$ cat config.mk
export PLATFORM = sky130hd
export DESIGN_NAME = restoring_divider_seq_flat
export DESIGN_NICKNAME = d
export VERILOG_FILES = /design/src/rtl/restoring_divider_seq_if.sv /design/src/rtl/restoring_divider_seq.sv /design/src/flat_wrapper.sv
export SDC_FILE = /design/constraint.sdc
export NUM_CORES = 1
export LEC_CHECK = 0
export ABC_AREA = 0
export BUFFER_PORTS_ARGS = -buffer_cell sky130_fd_sc_hd__buf_2
export CAP_MARGIN = 25
export CORE_MARGIN = 10
export CORE_UTILIZATION = 50
export CTS_BUF_LIST = sky130_fd_sc_hd__clkbuf_16
export CTS_CLUSTER_DIAMETER = 60
export DETAILED_ROUTE_END_ITERATION = 8
export GPL_TIMING_DRIVEN = 0
export PLACE_DENSITY = 0.84
export SYNTH_ARGS = -nofsm -noshare
export SYNTH_HDL_FRONTEND = slang
export SYNTH_SLANG_ARGS = --single-unit
$ cat constraint.sdc
create_clock -name clk -period 2.19 [get_ports clk]
set_clock_uncertainty 0.05 [all_clocks]
set_input_delay 0.438 -clock clk [delete_from_list [all_inputs] [get_ports clk]]
set_output_delay 0.438 -clock clk [all_outputs]
set_load 0.02 [all_outputs]
$ cat src/rtl/restoring_divider_seq_if.sv
// Start/done handshake bundle for the sequential restoring divider.
interface restoring_divider_seq_if #(
    parameter int WIDTH = 4
);
    logic             start;
    logic [WIDTH-1:0] dividend;
    logic [WIDTH-1:0] divisor;
    logic             busy;
    logic             done;
    logic [WIDTH-1:0] quotient;
    logic [WIDTH-1:0] remainder;
    logic             div_by_zero;

    // Requester side: issues operands and start, observes results.
    modport master (
        output start, dividend, divisor,
        input  busy, done, quotient, remainder, div_by_zero
    );

    // Divider side.
    modport slave (
        input  start, dividend, divisor,
        output busy, done, quotient, remainder, div_by_zero
    );
endinterface

$ cat src/rtl/restoring_divider_seq.sv
// Iterative unsigned restoring divider: one trial subtract and one quotient
// bit per clock. Divide-by-zero short-circuits straight to DONE.
module restoring_divider_seq #(
    parameter int WIDTH = 4
) (
    input  logic                   clk,
    input  logic                   rst_n,
    restoring_divider_seq_if.slave bus
);
    localparam int CW = $clog2(WIDTH + 1);
    localparam logic [CW-1:0] LAST = CW'(WIDTH - 1);
    localparam logic [WIDTH:0] ONE = {{WIDTH{1'b0}}, 1'b1};

    typedef enum logic [1:0] {IDLE, RUN, DONE} state_t;

    state_t           state_q;
    logic [WIDTH:0]   r_q;      // partial remainder, one guard bit for the borrow
    logic [WIDTH-1:0] q_q;      // dividend shifting out, quotient shifting in
    logic [WIDTH-1:0] d_q;
    logic [CW-1:0]    cnt_q;
    logic             busy_q;
    logic             done_q;
    logic             dbz_q;
    logic [WIDTH-1:0] quot_q;
    logic [WIDTH-1:0] rem_q;

    logic [WIDTH:0]   rs;
    logic [WIDTH:0]   t;
    logic [WIDTH:0]   r_d;
    logic [WIDTH-1:0] q_d;

    // One restoring step: shift in the next dividend bit, trial-subtract D,
    // keep the difference only when it did not borrow.
    always_comb begin
        rs = {r_q[WIDTH-1:0], q_q[WIDTH-1]};
        t  = rs + ~{1'b0, d_q} + ONE;
        if (!t[WIDTH]) begin
            r_d = t;
            q_d = {q_q[WIDTH-2:0], 1'b1};
        end else begin
            r_d = rs;
            q_d = {q_q[WIDTH-2:0], 1'b0};
        end
    end

    // Control FSM with datapath and registered result outputs.
    always_ff @(posedge clk or negedge rst_n) begin
        if (!rst_n) begin
            state_q <= IDLE;
            r_q     <= '0;
            q_q     <= '0;
            d_q     <= '0;
            cnt_q   <= '0;
            busy_q  <= 1'b0;
            done_q  <= 1'b0;
            dbz_q   <= 1'b0;
            quot_q  <= '0;
            rem_q   <= '0;
        end else begin
            case (state_q)
                IDLE: begin
                    if (bus.start) begin
                        r_q    <= '0;
                        q_q    <= bus.dividend;
                        d_q    <= bus.divisor;
                        cnt_q  <= '0;
                        busy_q <= 1'b1;
                        if (bus.divisor == '0) begin
                            state_q <= DONE;
                            done_q  <= 1'b1;
                            quot_q  <= '1;
                            rem_q   <= bus.dividend;
                            dbz_q   <= 1'b1;
                        end else begin
                            state_q <= RUN;
                        end
                    end
                end
                RUN: begin
                    r_q   <= r_d;
                    q_q   <= q_d;
                    cnt_q <= cnt_q + 1'b1;
                    if (cnt_q == LAST) begin
                        state_q <= DONE;
                        done_q  <= 1'b1;
                        quot_q  <= q_d;
                        rem_q   <= r_d[WIDTH-1:0];
                        dbz_q   <= 1'b0;
                    end
                end
                DONE: begin
                    state_q <= IDLE;
                    done_q  <= 1'b0;
                    busy_q  <= 1'b0;
                end
                default: state_q <= IDLE;
            endcase
        end
    end

    assign bus.busy        = busy_q;
    assign bus.done        = done_q;
    assign bus.quotient    = quot_q;
    assign bus.remainder   = rem_q;
    assign bus.div_by_zero = dbz_q;
endmodule
$ cat src/flat_wrapper.sv
// flat-port wrapper written by rule: the top's interface ports become plain ports
module restoring_divider_seq_flat 
#(
    parameter int WIDTH = 4
)
  (clk, rst_n, bus_start, bus_dividend, bus_divisor, bus_busy, bus_done, bus_quotient, bus_remainder, bus_div_by_zero);
  restoring_divider_seq_if #(.WIDTH(WIDTH)) bus_i ();
  input  logic clk;
  input  logic rst_n;
  input wire logic [$bits(bus_i.start)-1:0] bus_start;
  input wire logic [$bits(bus_i.dividend)-1:0] bus_dividend;
  input wire logic [$bits(bus_i.divisor)-1:0] bus_divisor;
  output wire logic [$bits(bus_i.busy)-1:0] bus_busy;
  output wire logic [$bits(bus_i.done)-1:0] bus_done;
  output wire logic [$bits(bus_i.quotient)-1:0] bus_quotient;
  output wire logic [$bits(bus_i.remainder)-1:0] bus_remainder;
  output wire logic [$bits(bus_i.div_by_zero)-1:0] bus_div_by_zero;
  assign bus_i.start = bus_start;
  assign bus_i.dividend = bus_dividend;
  assign bus_i.divisor = bus_divisor;
  assign bus_busy = bus_i.busy;
  assign bus_done = bus_i.done;
  assign bus_quotient = bus_i.quotient;
  assign bus_remainder = bus_i.remainder;
  assign bus_div_by_zero = bus_i.div_by_zero;
  restoring_divider_seq #(.WIDTH(WIDTH)) u_core (.clk(clk), .rst_n(rst_n), .bus(bus_i));
endmodule
# Word-level counts from Yosys, hierarchy flattened
# Index checks and enable logic that the tools add are counted.
[word_totals] regBits=28 inputBits=11 wordCells=59 out_inout_bits=11
[op_classes] eq_ne=6 n_mux=28 n_reduce_logical=11 add_sub_neg=3 bitwise=1
[ops] cell="two-way mux 4 bit" n=9
[ops] cell="case mux 4 bit (2 select lines)" n=4
[ops] cell="AND reduction 2 bit" n=4
[ops] cell="AND reduction 4 bit" n=2
[ops] cell="two-way mux 1 bit" n=6
[ops] cell="two-way mux 2 bit" n=3
[ops] cell="case mux 3 bit (2 select lines)" n=1
[ops] cell="adder 5 x 1 -> 5 bit, second input constant" n=1
[ops] cell="adder 5 bit" n=1
[ops] cell="NOT 4 -> 5 bit" n=1
[ops] cell="logical NOT 4 bit" n=1
[ops] cell="!= test 2 x 1 -> 1 bit, second input constant" n=2
[ops] cell="case mux 1 bit (2 select lines)" n=2
[ops] cell="case mux 2 bit (2 select lines)" n=1
[ops] cell="nonzero test 2 bit" n=2
[ops] cell="adder 3 x 1 -> 3 bit, second input constant" n=1
[ops] cell="equality test 3 x 2 -> 1 bit, second input constant" n=1
[ops] cell="two-way mux 3 bit" n=1
[ops] cell="case mux 1 bit (3 select lines)" n=1
[ops] cell="nonzero test 3 bit" n=1
[ops] cell="equality test 2 x 1 -> 1 bit, second input constant" n=1
[ops] cell="equality test 2 bit, second input constant" n=1
[ops] cell="logical NOT 2 bit" n=1
[ops] cell="!= test 2 bit, second input constant" n=1

# Longest topological paths before layout
[logic_depth] word_depth=6 mapped_depth=8 ltp_nobuf=8

# Worst setup path after synthesis
# No wires, ideal clock.
[synth_path] path_type="reg2reg" from="register u_core.q_q[3]" to="register u_core.rem_q[2] (netlist: u_core.bus.remainder[2])" arrival_time_ps=1861 required_time_ps=2006 setup_time_ps=134 path_slack_ps=145 path_buffers=0 stages_incl_launch_ff=9 synth_period_minus_slack_ps=2045 cell_sequence="dfrtp_1 > inv_1 > ha_1 > fa_1 > nand2b_2 > a21oi_4 > nor2_1 > a2111oi_0 > a21oi_1"
[synth_via] elab_chain_len=5
[synth_lines] item="start: declaration" line="restoring_divider_seq.sv:18" text="logic [WIDTH-1:0] q_q;"
[synth_lines] item="start signal: assignment" line="restoring_divider_seq.sv:64" text="q_q <= bus.dividend;"
[synth_lines] item="start signal: assignment" line="restoring_divider_seq.sv:81" text="q_q <= q_d;"
[synth_lines] item="adder 5 bit" line="restoring_divider_seq.sv:36" text="t = rs + ~{1'b0, d_q} + ONE;"
[synth_lines] item="adder 5 x 1 -> 5 bit" line="restoring_divider_seq.sv:36"
[synth_lines] item="two-way mux 4 bit" line="restoring_divider_seq.sv:37" text="if (!t[WIDTH]) begin"
[synth_lines] item="two-way mux 4 bit" line="restoring_divider_seq.sv:83" text="if (cnt_q == LAST) begin"
[synth_lines] item="case mux 4 bit (2 select lines)" line="restoring_divider_seq.sv:60" text="case (state_q)"
[synth_lines] item="end signal: assignment" line="restoring_divider_seq.sv:72" text="rem_q <= bus.dividend;"
[synth_lines] item="end signal: assignment" line="restoring_divider_seq.sv:87" text="rem_q <= r_d[WIDTH-1:0];"
[synth_lines] item="end: declaration" line="restoring_divider_seq.sv:25" text="logic [WIDTH-1:0] rem_q;"
# No other way between the ends. The select of a mux whose other input is x is not followed.
# A chain may end at the register's enable or synchronous reset.

# Final worst setup path
[layout_path] from="register u_core.q_q[3]" to="register u_core.rem_q[3] (netlist: u_core.bus.remainder[3])"
# The elaborated chain is that of the path after synthesis.

==> results.ini <==
[timing]
hold_viol = 0
timing.slew.headroom_pct = 58.2
post_route_hold_slack_ps = 135
timing.setup.tns_ps = 0
final-setup-viol-count = 0
worst_slew_pin_slew_ps = 627
maxSlewViolCount = 0
timing.fmax_mhz = 469
fin_crit_sh_pct = 97.4
tmin_final_ps = 2130

[routing]
post-route-drc-count = 0
dr_total_vias = 1227
wl_um = 3580
detail-route-antenna-nets = 0
vias_per_cell = 5.87
dr.pass1.iters = 4
avgRoutedWirePerCell_um = 17.1
drt_iter0_markers = 84

[setup_path]
regToRegSetupSlack_ps = 60
crit_fanout = 5
worst_r2r_startpoint = u_core.q_q[3]$_DFFE_PN0P_
worst-path-buf-inv = 1
crit_path_top_delay_cell = dfrtp_1
worst-r2r-cell-count = 8
arrival_ps = 2270
slowest_stage_delay_cp_ps = 390
worstPathCellList = inv_2, ha_2, fa_2, nand2b_4, a21oi_4, xnor2_2, or2_1, a41oi_2
crit_family = adder cells
startpoint_type = flop
worst-endpoint-required_ps = 2330
timing.critical_path.to_type = flop
critPathKind = flop to flop
worstReg2RegEnd = u_core.bus.remainder[3]$_DFFE_PN0P_

[clocking]
cts_buffers = 3
cts.hold.buffers_added = 0
cts.sink_count = 28
h-tree-depth = 1
cts_max_path_bufs = 2
clk_latency_worst_skew_pair_ps = 270
cts_root_buffer = clkbuf_16
cts_tree = yes
cts.reportedPaths.clkPinSlew_ps = 70

[layout]
final_area_um2 = 1750
antennaDiodeCount = 0
final_nets = 197
layout_cell_share_with_drive_strength_beyond_1_pct = 27.0
layout_commonest_cell = dfrtp_1
syn_to_final_growth_pct = 20.1
mostFrequentLayoutCells = dfrtp_1 (28), buf_2 (25), nor2_1 (15), o21ai_0 (15), nand2_1 (14)

[global_routing]
gr-total-overflow = 0
grt_max_degree = 29
grt_antenna_before_repair = 0
grt_first_pass_wirelength_um = 5670
number_of_global_route_vias_before_repair = 1237
gr-usage-all-layers_pct = 13.1

[yosys]
yosys-top-cells-area = dfrtp_1 (48%), ha_1 (5.2%), o21ai_0 (5.2%)
syn_nets = 168
yosysWarnings = 0
post_synth_design_cell_area_um2 = 1460
number_of_synthesized_flops_with_an_enable_pin = 0
asyncSetResetFlopFracSynth_pct = 100
synthDominantAreaCellType = dfrtp_1
yosysSeqAreaShare_pct = 48.1
synth_cell_types = 35
postSynthCellCount = 150
post_synth.cell_area_avg_um2 = 9.71
ys_seq_elements = 28
yosys.area.top_type_share_pct = 48.1
ys.flop_type = dfrtp_1

[pwr]
leakagePower_nw = 0.782
irDropWorstVdd_uv = 1300
powerDensity_nw_per_um2 = 1920
total_power_w = 0.00336

[floorplan]
core_region_area_um2 = 2780
horizontal_die_dimension_um = 74.0
top_level_ports = 22
initial_utilization_pct = 52.4
dieArea_um2 = 5470
std_cell_rows = 19
die_h_um = 74.0

[placement]
dp.final_hpwl_um = 2490
placement.io_buffers = 21
gp_routability_congestion = 0.924
placement.cell_area_um2 = 1600

[min_path]
worst_hold_path_type = input port to async pin

[flow_run]
maxCapViolCount = 0

[outcome]
outcome = finished, final reports clean

## cell type report
cell class | count | area (um2)
plain buffers | 6 | 38.8
inverters | 9 | 33.8
well taps | 31 | 38.8
clock inverters | 1 | 3.75
clock buffers | 3 | 75.1
multi-input cells | 107 | 731
flip-flops and latches | 28 | 701
repair buffers | 24 | 128
fillers | 206 | 1030
## flip-flops by register name, indices dropped and copies added (netlist names)
signal                  count
u_core.bus.quotient         4
u_core.bus.remainder        4
u_core.d_q                  4
u_core.q_q                  4
u_core.r_q                  4
u_core.cnt_q                3
u_core.state_q              2
u_core.bus.busy             1
u_core.bus.div_by_zero      1
u_core.bus.done             1
## layer usage
| layer | wire length [um] | track usage (%) |
|---|---|---|
| met1 | 1460 | 15.0 |
| met2 | 1840 | 22.4 |
| met3 | 224 | 3.99 |
| met4 | 53 | 5.18 |
| met5 | 0 | 0 |
## logic make-up (layout without fill, tap and decap cells)
group / Yosys count / in the layout / synth area share [%]
muxes: 4 / 4 / 2.84
and+or+nand+nor: 53 / 53 / 17.9
adders and majority gates: 7 / 7 / 6.53
buffers and inverters: 15 / 43 / 4.98
DFF: 28 / 28 / 48.1
xor gates and xnor gates: 3 / 3 / 1.80
AOI/OAI and AO/OA: 40 / 40 / 17.9
## synthesized netlist by cell type, drive strengths merged, types with 2 or more instances
master and n:
a21oi 12, nand2 14, nand2b 7, nor3 2
a31oi 3, a41oi 3, o21ai 15, xnor2 3
dfrtp 28, and3 3, ha 6, buf 6
mux2i 3, nor2 16, a211o 2, inv 9
nand3 6
## report_power, final
group	internal (W)	total [W]	switching (W)
Clock	0.000245	0.000424	0.000179
Combinational	0.000842	0.00198	0.00113
Sequential	0.000776	0.000956	0.000180
## worst max-delay path by stage
| stage | depth (start not counted) | slack (ps) | end | startpoint |
|---|---|---|---|---|
| global route | 8 | -20 | u_core.bus.remainder[3]$_DFFE_PN0P_ | u_core.q_q[3]$_DFFE_PN0P_ |
| detailed placement | 8 | -130 | u_core.bus.remainder[2]$_DFFE_PN0P_ | u_core.q_q[3]$_DFFE_PN0P_ |
| CTS | 8 | -10 | u_core.bus.remainder[2]$_DFFE_PN0P_ | u_core.q_q[3]$_DFFE_PN0P_ |
| finish | 8 | 60 | u_core.bus.remainder[3]$_DFFE_PN0P_ | u_core.q_q[3]$_DFFE_PN0P_ |
| floorplan | 8 | 150 | u_core.bus.remainder[2]$_DFFE_PN0P_ | u_core.q_q[3]$_DFFE_PN0P_ |
| global placement | 8 | -110 | u_core.bus.remainder[2]$_DFFE_PN0P_ | u_core.q_q[3]$_DFFE_PN0P_ |
## metrics by stage
step | utilization [%] | worst slack, ps | instances
4_1_cts | 61.1 | -10.2 | 207
3_3_place_gp | 57.5 | -107 | 202
3_5_place_dp | 57.5 | -128 | 202
6_report | 62.9 | 56.0 | 209
5_1_grt | 62.9 | -21.1 | 209
2_1_floorplan | - | 145 | 150
## timing repair
action | CTS | global route
setup endpoints to repair | 3 | 6
pin swaps | 1 | 6
resized for setup | 3 | 8
buffers inserted | 1 | 2
No activity file was read; power rests on OpenSTA's default activity.
